`config.mk`:
```
export PLATFORM = sky130hd
export DESIGN_NAME = pico_receiver_flat
export DESIGN_NICKNAME = d
export VERILOG_FILES = /design/src/rtl/regmap_pkg.sv /design/src/rtl/pico_receiver_if.sv /design/src/rtl/s2p_register.sv /design/src/rtl/pico_receiver.sv /design/src/flat_wrapper.sv
export SDC_FILE = /design/constraint.sdc
export NUM_CORES = 1
export LEC_CHECK = 0
export BUFFER_PORTS_ARGS = -buffer_cell sky130_fd_sc_hd__clkbuf_2
export CAP_MARGIN = 20
export CORE_MARGIN = 4
export CORE_UTILIZATION = 47
export CTS_CLUSTER_DIAMETER = 150
export DETAILED_ROUTE_END_ITERATION = 12
export PLACE_DENSITY_LB_ADDON = 0.25
export SETUP_SLACK_MARGIN = 0.15
export SYNTH_ARGS = -nofsm -noshare
export SYNTH_HDL_FRONTEND = slang
export SYNTH_SLANG_ARGS = --single-unit
```
`constraint.sdc`:
```
create_clock -name sclk -period 2 [get_ports sclk]
set_clock_uncertainty 0.2 [all_clocks]
set_input_delay 0.1 -clock sclk [delete_from_list [all_inputs] [get_ports sclk]]
set_output_delay 0.1 -clock sclk [all_outputs]
set_load 0.02 [all_outputs]
```
`src/rtl/regmap_pkg.sv`:
```
// regmap_pkg: register map constants and receiver FSM state type shared by the
// POCI/PICO serial blocks.
package regmap_pkg;
   localparam int ADDR_RESERVED    = 0;
   localparam int ADDR_TRIG_MASK   = 1;
   localparam int ADDR_INSTRUCTION = 2;
   localparam int ADDR_MODE        = 3;
   localparam int NUM_REGS         = 59;
   localparam int NUM_WR_REGS      = 3;
   typedef enum logic [1:0] {IDLE, ADDR, DATA, DONE} pico_state_t;
endpackage

```
`src/rtl/pico_receiver_if.sv`:
```
// pico_receiver_if: controller-in serial pins plus the register-select/write
// bus feeding the POCI block.
interface pico_receiver_if #(
   parameter int ADDR_W = 8,
   parameter int DATA_W = 8
);
   logic              csn;
   logic              serial_in;
   logic [ADDR_W-1:0] control_signal;
   logic [DATA_W-1:0] write_data;
   logic              wr_en;
   logic              addr_err;
   logic              busy;
   modport master (
      output csn, serial_in,
      input  control_signal, write_data, wr_en, addr_err, busy
   );
   modport slave (
      input  csn, serial_in,
      output control_signal, write_data, wr_en, addr_err, busy
   );
endinterface

```
`src/rtl/s2p_register.sv`:
```
// s2p_register: LSB-first serial-to-parallel shifter with a wrapping bit counter;
// word presents the byte including the bit arriving on the current edge.
module s2p_register #(
   parameter int W = 8
) (
   input  logic         sclk,
   input  logic         rstn,
   input  logic         shift_en,
   input  logic         clear,
   input  logic         serial_in,
   output logic [W-1:0] word,
   output logic         byte_done
);
   localparam int CW = $clog2(W);
   logic [W-1:0]  shreg;
   logic [CW-1:0] cnt;
   always_ff @(posedge sclk or negedge rstn)
      if (!rstn) begin
         shreg <= '0;
         cnt   <= '0;
      end else if (clear) begin
         shreg <= '0;
         cnt   <= '0;
      end else if (shift_en) begin
         shreg <= word;
         cnt   <= cnt + CW'(1);
      end
   assign word      = {serial_in, shreg[W-1:1]};
   assign byte_done = shift_en && !clear && cnt == CW'(W-1);
   // the oldest bit is always shifted out before a byte completes
   wire unused_lsb = shreg[0];
endmodule

```
`src/rtl/pico_receiver.sv`:
```
// pico_receiver: deserializes address/data frames from the controller and drives
// the register-select and write path of the POCI block.
module pico_receiver #(
   parameter int ADDR_W      = 8,
   parameter int DATA_W      = 8,
   parameter int NUM_REGS    = regmap_pkg::NUM_REGS,
   parameter int NUM_WR_REGS = regmap_pkg::NUM_WR_REGS
) (
   input logic             sclk,
   input logic             rstn,
   pico_receiver_if.slave  bus
);
   import regmap_pkg::*;
   pico_state_t       state_q, state_d;
   logic [DATA_W-1:0] word;
   logic [ADDR_W-1:0] addr, cs_d;
   logic [DATA_W-1:0] wd_d;
   logic              byte_done, shift_en, wr_d, err_d, in_map, writable;
   // csn high at any edge drops a partial field, including one that would complete
   assign shift_en = !bus.csn && state_q != DONE;
   s2p_register #(.W(DATA_W)) u_s2p (
      .sclk      (sclk),
      .rstn      (rstn),
      .shift_en  (shift_en),
      .clear     (bus.csn),
      .serial_in (bus.serial_in),
      .word      (word),
      .byte_done (byte_done)
   );
   assign addr     = ADDR_W'(word);
   assign in_map   = addr != '0 && addr <= ADDR_W'(NUM_REGS);
   assign writable = addr != '0 && addr <= ADDR_W'(NUM_WR_REGS);
   always_comb begin
      state_d = state_q;
      cs_d    = bus.control_signal;
      wd_d    = bus.write_data;
      err_d   = bus.addr_err;
      wr_d    = 1'b0;
      case (state_q)
         IDLE: state_d = bus.csn ? IDLE : ADDR;
         ADDR:
            if (bus.csn) state_d = IDLE;
            else if (byte_done) begin
               cs_d    = in_map ? addr : '0;
               err_d   = !in_map;
               state_d = writable ? DATA : DONE;
            end
         DATA:
            if (bus.csn) state_d = IDLE;
            else if (byte_done) begin
               wd_d    = word;
               wr_d    = 1'b1;
               state_d = DONE;
            end
         DONE:    state_d = bus.csn ? IDLE : DONE;
         default: state_d = IDLE;
      endcase
   end
   always_ff @(posedge sclk or negedge rstn)
      if (!rstn) begin
         state_q            <= IDLE;
         bus.control_signal <= '0;
         bus.write_data     <= '0;
         bus.wr_en          <= 1'b0;
         bus.addr_err       <= 1'b0;
      end else begin
         state_q            <= state_d;
         bus.control_signal <= cs_d;
         bus.write_data     <= wd_d;
         bus.wr_en          <= wr_d;
         bus.addr_err       <= err_d;
      end
   assign bus.busy = state_q != IDLE;
endmodule

```
`src/flat_wrapper.sv`:
```
// flat-port wrapper written by rule: the top's interface ports become plain ports
module pico_receiver_flat import regmap_pkg::*;
#(
   parameter int ADDR_W      = 8,
   parameter int DATA_W      = 8,
   parameter int NUM_REGS    = regmap_pkg::NUM_REGS,
   parameter int NUM_WR_REGS = regmap_pkg::NUM_WR_REGS
)
  (sclk, rstn, bus_csn, bus_serial_in, bus_control_signal, bus_write_data, bus_wr_en, bus_addr_err, bus_busy);
  pico_receiver_if #(.ADDR_W(ADDR_W), .DATA_W(DATA_W)) bus_i ();
  input logic sclk;
  input logic rstn;
  input wire logic [$bits(bus_i.csn)-1:0] bus_csn;
  input wire logic [$bits(bus_i.serial_in)-1:0] bus_serial_in;
  output wire logic [$bits(bus_i.control_signal)-1:0] bus_control_signal;
  output wire logic [$bits(bus_i.write_data)-1:0] bus_write_data;
  output wire logic [$bits(bus_i.wr_en)-1:0] bus_wr_en;
  output wire logic [$bits(bus_i.addr_err)-1:0] bus_addr_err;
  output wire logic [$bits(bus_i.busy)-1:0] bus_busy;
  assign bus_i.csn = bus_csn;
  assign bus_i.serial_in = bus_serial_in;
  assign bus_control_signal = bus_i.control_signal;
  assign bus_write_data = bus_i.write_data;
  assign bus_wr_en = bus_i.wr_en;
  assign bus_addr_err = bus_i.addr_err;
  assign bus_busy = bus_i.busy;
  pico_receiver #(.ADDR_W(ADDR_W), .DATA_W(DATA_W), .NUM_REGS(NUM_REGS), .NUM_WR_REGS(NUM_WR_REGS)) u_core (.sclk(sclk), .rstn(rstn), .bus(bus_i));
endmodule
```
* After elaboration in Yosys (flattened, before gate mapping)
Index checks and enable logic that the tools add are counted. Widths: inputs -> output; s select.
Operators by class: add/sub/neg operators 1, $lt $le $gt $ge 2, equal/unequal tests 7, multiplexer cells 16, bitwise logic cells 1, reductions and logical operators 14
Operator list (count):
- $mux 8 | 3
- $mux 2 | 5
- $le 8x2->1 const B | 1
- $le 8x6->1 const B | 1
- $pmux 2 s4 | 1
- $reduce_bool 8->1 | 1
- $mux 3 | 2
- $ne 3x2->1 const B | 2
- $reduce_and 3->1 | 2
- $logic_and 1x1->1 | 5
- $mux 1 | 5
- $eq 2x2->1 const B | 2
- $reduce_bool 2->1 | 2
- $add 3x1->3 const B | 1
- $eq 3x3->1 const B | 1
- $eq 2x1->1 const B | 1
- $logic_not 1->1 | 2
- $logic_not 2->1 | 1
- $ne 2x2->1 const B | 1
- $reduce_and 2->1 | 1
- $not 1->1 | 1
Storage, ports and cells: bits in registers 31, bits of input ports 4, output and inout bits 19, logic and storage cells 48

* Logic depth before layout (Yosys ltp)
Gate-level depths: netlist of run 1.
word-level depth 7, depth in mapped cells 7, mapped depth without buffers 5

* Cells and area by module
Synthesis of run 1 repeated with hierarchy kept, for this count alone.
Unflattened totals: cell total of the unflattened synthesis 93, area, all modules 1242.4 um2
Modules (own cells, without submodules):
- pico_receiver | instances 1, cells each 56, area each 799.5 um2, sequential area each 500.5 um2
- s2p_register | instances 1, cells each 37, area each 442.9 um2, sequential area each 250.2 um2

* Least setup slack after synthesis of run 1
Ideal clock, no wire load.
path kind reg2reg, from reg u_core.u_s2p.cnt[0], to reg u_core.bus.write_data[7], library setup time 0.125 ns, arrival time 1.486 ns, data required time 1.675 ns, setup slack 0.189 ns, stages on the path, launching flop included 6, path buffers 1, period minus slack after synthesis 1.811 ns, cells stage by stage dfrtp_1 > ha_1 > ha_1 > nor4bb_1 > buf_2 > mux2_2
Between the ends: cells in the longest elaborated chain, start to end 3
RTL lines:
- start: declaration | line s2p_register.sv:16 | logic [CW-1:0] cnt;
- start signal: assignment | line s2p_register.sv:26 | cnt <= cnt + CW'(1);
- $eq 3x3->1 | line s2p_register.sv:29 | assign byte_done = shift_en && !clear && cnt == CW'(W-1);
- $logic_and 1x1->1 | line s2p_register.sv:29
- $reduce_and 3->1 (no source line)
- end signal: assignment | line pico_receiver.sv:69 | bus.write_data <= wd_d;
- end: declaration | line pico_receiver_if.sv:20 | output control_signal, write_data, wr_en, addr_err, busy
Every way passes these cells. A chain may end at the register's enable or synchronous reset.

* Worst setup path in the final report of run 1
from reg u_core.u_s2p.cnt[0], to reg u_core.bus.control_signal[5]
Between the ends: cells in the longest elaborated chain, start to end 3
RTL lines:
- $eq 3x3->1 | line s2p_register.sv:29
- $logic_and 1x1->1 | line s2p_register.sv:29
- $reduce_and 3->1 (no source line)
- end signal: assignment | line pico_receiver.sv:68 | bus.control_signal <= cs_d;
- end: declaration | line pico_receiver_if.sv:20
Every way passes these cells.

==> results of run 1 <==
per-stage QoR:
step / cells / setup slack, ps / util [%] / power (W)
5_1_grt: 166 / 136 / 61.0 / 0.00122
6_report: 166 / 198 / 61.0 / 0.00117
3_3_place_gp: 153 / 123 / 55.2 / 0.000697
4_1_cts: 165 / 187 / 60.7 / 0.00118
3_5_place_dp: 153 / 49.0 / 55.2 / 0.000700
2_1_floorplan: 102 / 189 / - / 0.000671
final timing paths:
path,from,to,depth (start not counted)
max,u_core.u_s2p.cnt[0],u_core.bus.control_signal[5],6
min,rstn,u_core.u_s2p.shreg[4],2
max reg2reg,u_core.u_s2p.cnt[0],u_core.bus.control_signal[5],6
min reg2reg,u_core.bus.control_signal[7],u_core.bus.control_signal[7],1
max in group asynchronous,rstn,u_core.bus.write_data[6],2
min in group sclk,u_core.bus.control_signal[7],u_core.bus.control_signal[7],1
layer usage:
layer | up-vias | track usage [%]
li1 | 424 | -
met2 | 21 | 24.6
met3 | 6 | 4.61
met4 | 0 | 10.7
met5 | - | 0
met1 | 426 | 18.8
cell type report:
| type | count | area, sq um |
|---|---|---|
| clock inverters | 3 | 40.0 |
| fillers | 215 | 957 |
| clock buffers | 5 | 37.5 |
| well taps | 30 | 37.5 |
| flip-flops and latches | 30 | 751 |
| multi-input cells | 67 | 443 |
| repair buffers | 31 | 189 |
sequential cells by signal (all words and copies together) (netlist names):
register	cells
u_core.bus.write_data	8
u_core.bus.wr_en	1
u_core.state_q	2
u_core.bus.addr_err	1
u_core.u_s2p.cnt	3
u_core.u_s2p.shreg	7
u_core.bus.control_signal	8
layout by cell type, fill, tap and decap left out:
cell type | netlist | final
dfrtp_1 | 30 | 30
buf_4 | 1 | 5
nor2_1 | 5 | 5
buf_6 | 1 | 1
and3b_2 | 0 | 1
nor4bb_4 | 0 | 1
or2_2 | 1 | 1
nand2_1 | 21 | 21
clkinv_2 | 0 | 2
nor2b_1 | 1 | 1
nor4_1 | 1 | 1
and2_1 | 3 | 3
xnor2_1 | 1 | 1
o41a_1 | 1 | 1
dlygate4sd3_1 | 0 | 3
ha_1 | 2 | 2
nor3b_1 | 1 | 1
bufinv_16 | 0 | 1
nand4bb_1 | 1 | 1
a21oi_1 | 11 | 11
nand4_1 | 1 | 1
clkbuf_4 | 0 | 5
mux2_2 | 8 | 8
a22o_1 | 6 | 6
nand3_1 | 1 | 1
clkbuf_2 | 0 | 22
power by group through the flow:
| stage | sequential, W | combinational [W] | clock, W |
|---|---|---|---|
| 2_1_floorplan | 0.000645 | 0.0000262 | 0 |
| 3_3_place_gp | 0.000642 | 0.0000547 | 0 |
| 3_5_place_dp | 0.000643 | 0.0000567 | 0 |
| 4_1_cts | 0.000631 | 0.0000650 | 0.000487 |
| 5_1_grt | 0.000633 | 0.0000745 | 0.000516 |
| 6_report | 0.000631 | 0.0000651 | 0.000470 |
cell families (layout without fill, tap and decap cells):
logic type	after synthesis	count (layout)	share of synthesized area (%)
AO/OA/AOI/OAI	18	18	9.83
XOR/XNOR	1	1	0.725
adder cells (fa/ha/maj)	2	2	2.07
buffers and inverters	5	39	2.59
flip-flops	30	30	62.1
multiplexers	8	8	7.45
AND/OR/NAND/NOR	38	38	15.2
timing repair:
item                       CTS  global route
setup endpoints to repair    8            11
pin swaps                    0             1
setup buffers                1             1
cloned                       0             0
hold endpoints to repair    44             0
hold buffers                 3             0
resized for setup            3             1
==> run metrics, run 1 <==
sequential fraction of the synthesis area between 60% and 70%; Final Instance Area between 1000 and 1500 sq um; Area Growth Syn to Fin 23.9%; Period minus WS final 1800 ps; met2 WL approximately 1200 um; Post-Syn Area per Cell 11.8 sq um; ys async rst share 100%; Switch Pwr about 0.00026 W; slowest stage delay, CP 400 ps; Area contributors post-synth dfrtp_1, mux2_2, nand2_1, a21oi_1, a22o_1; Fin. Hold Viols 0; drt total wl around 2300 um; status complete, no violations; Top delay family on crit path flip-flops; clk sinks 30; worst-path maximum fanout 7; PortBufs 22; CP Launch Type register; io pins 23; Post-synth top cells dfrtp_1, nand2_1, a21oi_1; TritonCTS buffer count 5; switching share of total power 22.5%; Synth warnings 0; GRT Total Usage between 10% and 20%; synthesized area between 1000 and 1500 sq um; clk_lat worst skew ~330 ps; final net count about 140; post-synthesis register bit count 30; CP required ~2000 ps; number of global-route vias before repair between 800 and 900; Root Driver clkbuf_4; antenna violations before repair 0; Register-to-Register Setup Slack 200 ps; worst path cell trace ha_1 > ha_1 > buf_4 > nand4bb_1 > and3b_2 > a22o_1; number of distinct library cells after synthesis 23; post-synth top area share between 60% and 70%; synthesized instance count between 100 and 150; Worst slew margin between 50% and 60%; most frequently used flop master after synthesis dfrtp_1; CP Capture Type register; Max Clock Freq ~560 MHz; Pre-Repair DR Iteration Count 3; ANT nets after route 0; Critical Path AT 1830 ps; row count 18; most used cell, CP ha_1; largest net degree at the start of global routing 31; TritonCTS clock tree done; diode count 0; die width roughly 59 um; Max clock buf depth 2; via count 877; placed cell area about 1400 sq um; layout cell share with drive strength beyond 1 34.6%; EDFF count, synth 0; M1 wire length around 1000 um; area leader, netlist dfrtp_1; top-count cell post-synth dfrtp_1; Clock Power Share between 40% and 50%; H-tree levels 2; WL/cell between 10 and 15 um; Starting Density between 40 and 50%; Slowest cell on crit path dfrtp_1; Die Ht between 50 and 60 um; DRC Markers 0; P_int 0.000904 W; worst min path class in -> async; core area between 2000 and 2500 sq um; Fin Hold WS 149 ps; worst slew pin tran 725 ps; die footprint roughly 3400 sq um; post-synthesis net count 108; gpl congestion about 0.72; Reg clk slew, reported paths approximately 100 ps; initial drt markers 8; grt total ovfl 0; fin crit share around nine tenths; sequential power share 54.1%; TNS Setup 0 ps; max capacitance violation total 0; DR top layer met4; Power Dens Cells ~780 nW/um^2; DP HPWL between 1500 and 2000 um; Max IR drop VDD ~0.58 mV; Max Slew Vio Count 0; DR vias/cell 5.28; critical path class reg -> reg; metal3 WL about 110 um; first-pass GRT wire length about 3900 um; Comb pwr share about 5.6%; unrepaired setup endpoints after global routing no; Buffers & Inverters on Critical Path 1; leakage power between 0.7 and 0.8 nW; Finish-stage setup viols 0
Note: power is estimated with default switching activity, not from simulation.
==> run 2: changes to the inputs <==
--- a/config.mk
+++ b/config.mk
@@ -11,8 +11,9 @@
 export CORE_UTILIZATION = 47
 export CTS_CLUSTER_DIAMETER = 150
 export DETAILED_ROUTE_END_ITERATION = 12
+export HOLD_SLACK_MARGIN = 0.02
 export PLACE_DENSITY_LB_ADDON = 0.25
-export SETUP_SLACK_MARGIN = 0.15
+export SETUP_SLACK_MARGIN = 0.4
 export SYNTH_ARGS = -nofsm -noshare
 export SYNTH_HDL_FRONTEND = slang
 export SYNTH_SLANG_ARGS = --single-unit
==> run 2 against run 1 <==
Net effect:
- sequential share of layout area is 3.6 points lower
- largest power group unchanged
- cell area is 8.4% higher
- via count is 4.1% higher
- clock power is 34% higher
- critical path depth is 1 lower
- routed wire length is 10% higher
- power is 15% higher
- count of clock-buffer cells in the layout is 1 higher
- core utilization is 5.1 points higher
- maximum frequency is 0.92% higher
- flip-flop and latch count stayed put
==> run metrics, run 2 (synthesized netlist as in run 1, its figures left out) <==
status complete, no violations; Root Driver clkbuf_4; CP Capture Type register; TritonCTS buffer count 5; Buffers & Inverters on Critical Path 1; critical path class reg -> reg; commonest non-fill, non-tap cells in the layout dfrtp_1, clkbuf_2, nand2_1, a21oi_1, buf_4; slowest stage delay, CP between 300 and 400 ps; clk_lat worst skew about 320 ps; Power Dens Cells between 800 and 900 nW/um^2; Fin. Hold Viols 0; Finish-stage setup viols 0; DP HPWL ~1600 um; clk sinks 30; commonest non-fill, non-tap cell in the layout dfrtp_1; number of global-route vias before repair between 900 and 1000; Register-to-Register Setup Slack about 210 ps; io pins 23; drt total wl between 2000 and 3000 um; Max IR drop VDD 0.687 mV; Final Instance Area 1620 sq um; PortBufs 22; gpl congestion between 0.6 and 0.7; worst r2r path cells 5; Max Clock Freq approximately 560 MHz; die footprint between 3000 and 4000 sq um; Reg clk slew, reported paths roughly 90 ps; WP depth 5; WL/cell 15.0 um; P_int about 0.0011 W; worst min path class in -> reg; DRC Markers 0; antenna violations before repair 0; largest net degree at the start of global routing 31; core area roughly 2500 sq um; fin util approximately 66%; Worst slew margin approximately 50%; row count 18; Setup crit end u_core.bus.write_data[4]; CP startpoint u_core.u_s2p.cnt[0]; final net count 146; max capacitance violation total 0; TNS Setup 0 ps; sequential power share a little under half; TritonCTS clock tree done; Starting Density 49.2%; grt total ovfl 0; first-pass GRT wire length approximately 4400 um; via count ~910; unrepaired setup endpoints after global routing yes; Power, Total around 0.0013 W; Slowest cell on crit path dfrtp_1; CP Launch Type register; Worst R2R End u_core.bus.write_data[4]; layout cell share with drive strength beyond 1 42.6%; H-tree levels 2; worst path cell trace ha_2 > ha_4 > nor4bb_4 > buf_4 > mux2_2; ANT nets after route 0; Area Growth Syn to Fin 34.4%; Pre-Repair DR Iteration Count 4; Die Ht roughly 60 um; worst slew pin tran about 730 ps; die width slightly below 60 um; DR vias/cell about 5.3; Clock Power Share between 40 and 50%; Top delay family on crit path flip-flops; Critical Path AT between 1500 and 2000 ps; Max clock buf depth 2; placed cell area roughly 1400 sq um; GRT Total Usage between 15 and 20%; Max Slew Vio Count 0; Comb pwr share under 10%; fin crit share 89.3%; Switch Pwr between 0.0002 and 0.0003 W; leakage power ~0.81 nW; Period minus WS final ~1800 ps; switching share of total power approximately 20%; diode count 0; Reg-to-Reg Start u_core.u_s2p.cnt[0]; worst-path maximum fanout 5; initial drt markers 13; CP required 2010 ps; Fin Hold WS between 100 and 150 ps; top flop regs u_core.bus.control_signal x8, u_core.bus.write_data x8, u_core.u_s2p.shreg x7
## run 2: timing repair
action / CTS / global route
hold buffers: 4 / 0
pin swaps: 0 / 2
setup buffers: 3 / 4
setup endpoints to repair: 16 / 19
resized for setup: 8 / 6
cloned: 1 / 0
endpoints found under the hold margin: 44 / 0
## run 2: worst min path at each step
stage	cells past startpoint	endpoint	start	slack (ps)
finish	4	u_core.bus.control_signal[7]	bus_csn	140
global route	4	u_core.bus.control_signal[2]	bus_csn	160
CTS	4	u_core.bus.control_signal[3]	bus_csn	140
detailed placement	1	u_core.bus.control_signal[7]	rstn	-10
global placement	1	u_core.state_q[1]	rstn	-10
floorplan	0	u_core.bus.addr_err	rstn	-400
## run 2: cell type report
cell class / instances / area [sq um]
clock buffers: 6 / 51.3
clock inverters: 2 / 60.1
fillers: 209 / 831
multi-input cells: 67 / 494
flip-flops and latches: 30 / 756
well taps: 30 / 37.5
repair buffers: 36 / 225
## run 2: worst reg2reg max path, cell delays in order, from the launching register on
cell      delay (ps)
dfrtp_1          380
ha_2             200
ha_4             140
nor4bb_4         220
buf_4            200
mux2_2           340
## run 2: layer usage
metal | share of wire (%) | vias up | track usage, % | routed length [um]
met4 | 1.2 | 0 | 6.15 | 30
li1 | - | 429 | - | -
met1 | 43 | 457 | 21.6 | 1110
met5 | 0 | - | 0 | 0
met3 | 4.9 | 5 | 4.82 | 125
met2 | 51 | 22 | 28.4 | 1300
## run 2: per-stage QoR
step                      cells  setup slack, ps
after floorplan             102              276
after global placement      151              238
after detailed placement    151              181
after CTS                   167              230
after global routing        171              134
final                       171              215
## run 2: power groups by stage
stage	clock (W)	combinational [W]	sequential, W
6_report	0.000629	0.0000738	0.000634
2_1_floorplan	0	0.0000280	0.000646
4_1_cts	0.000636	0.0000706	0.000633
3_5_place_dp	0	0.0000582	0.000644
5_1_grt	0.000674	0.0000839	0.000637
3_3_place_gp	0	0.0000561	0.000643
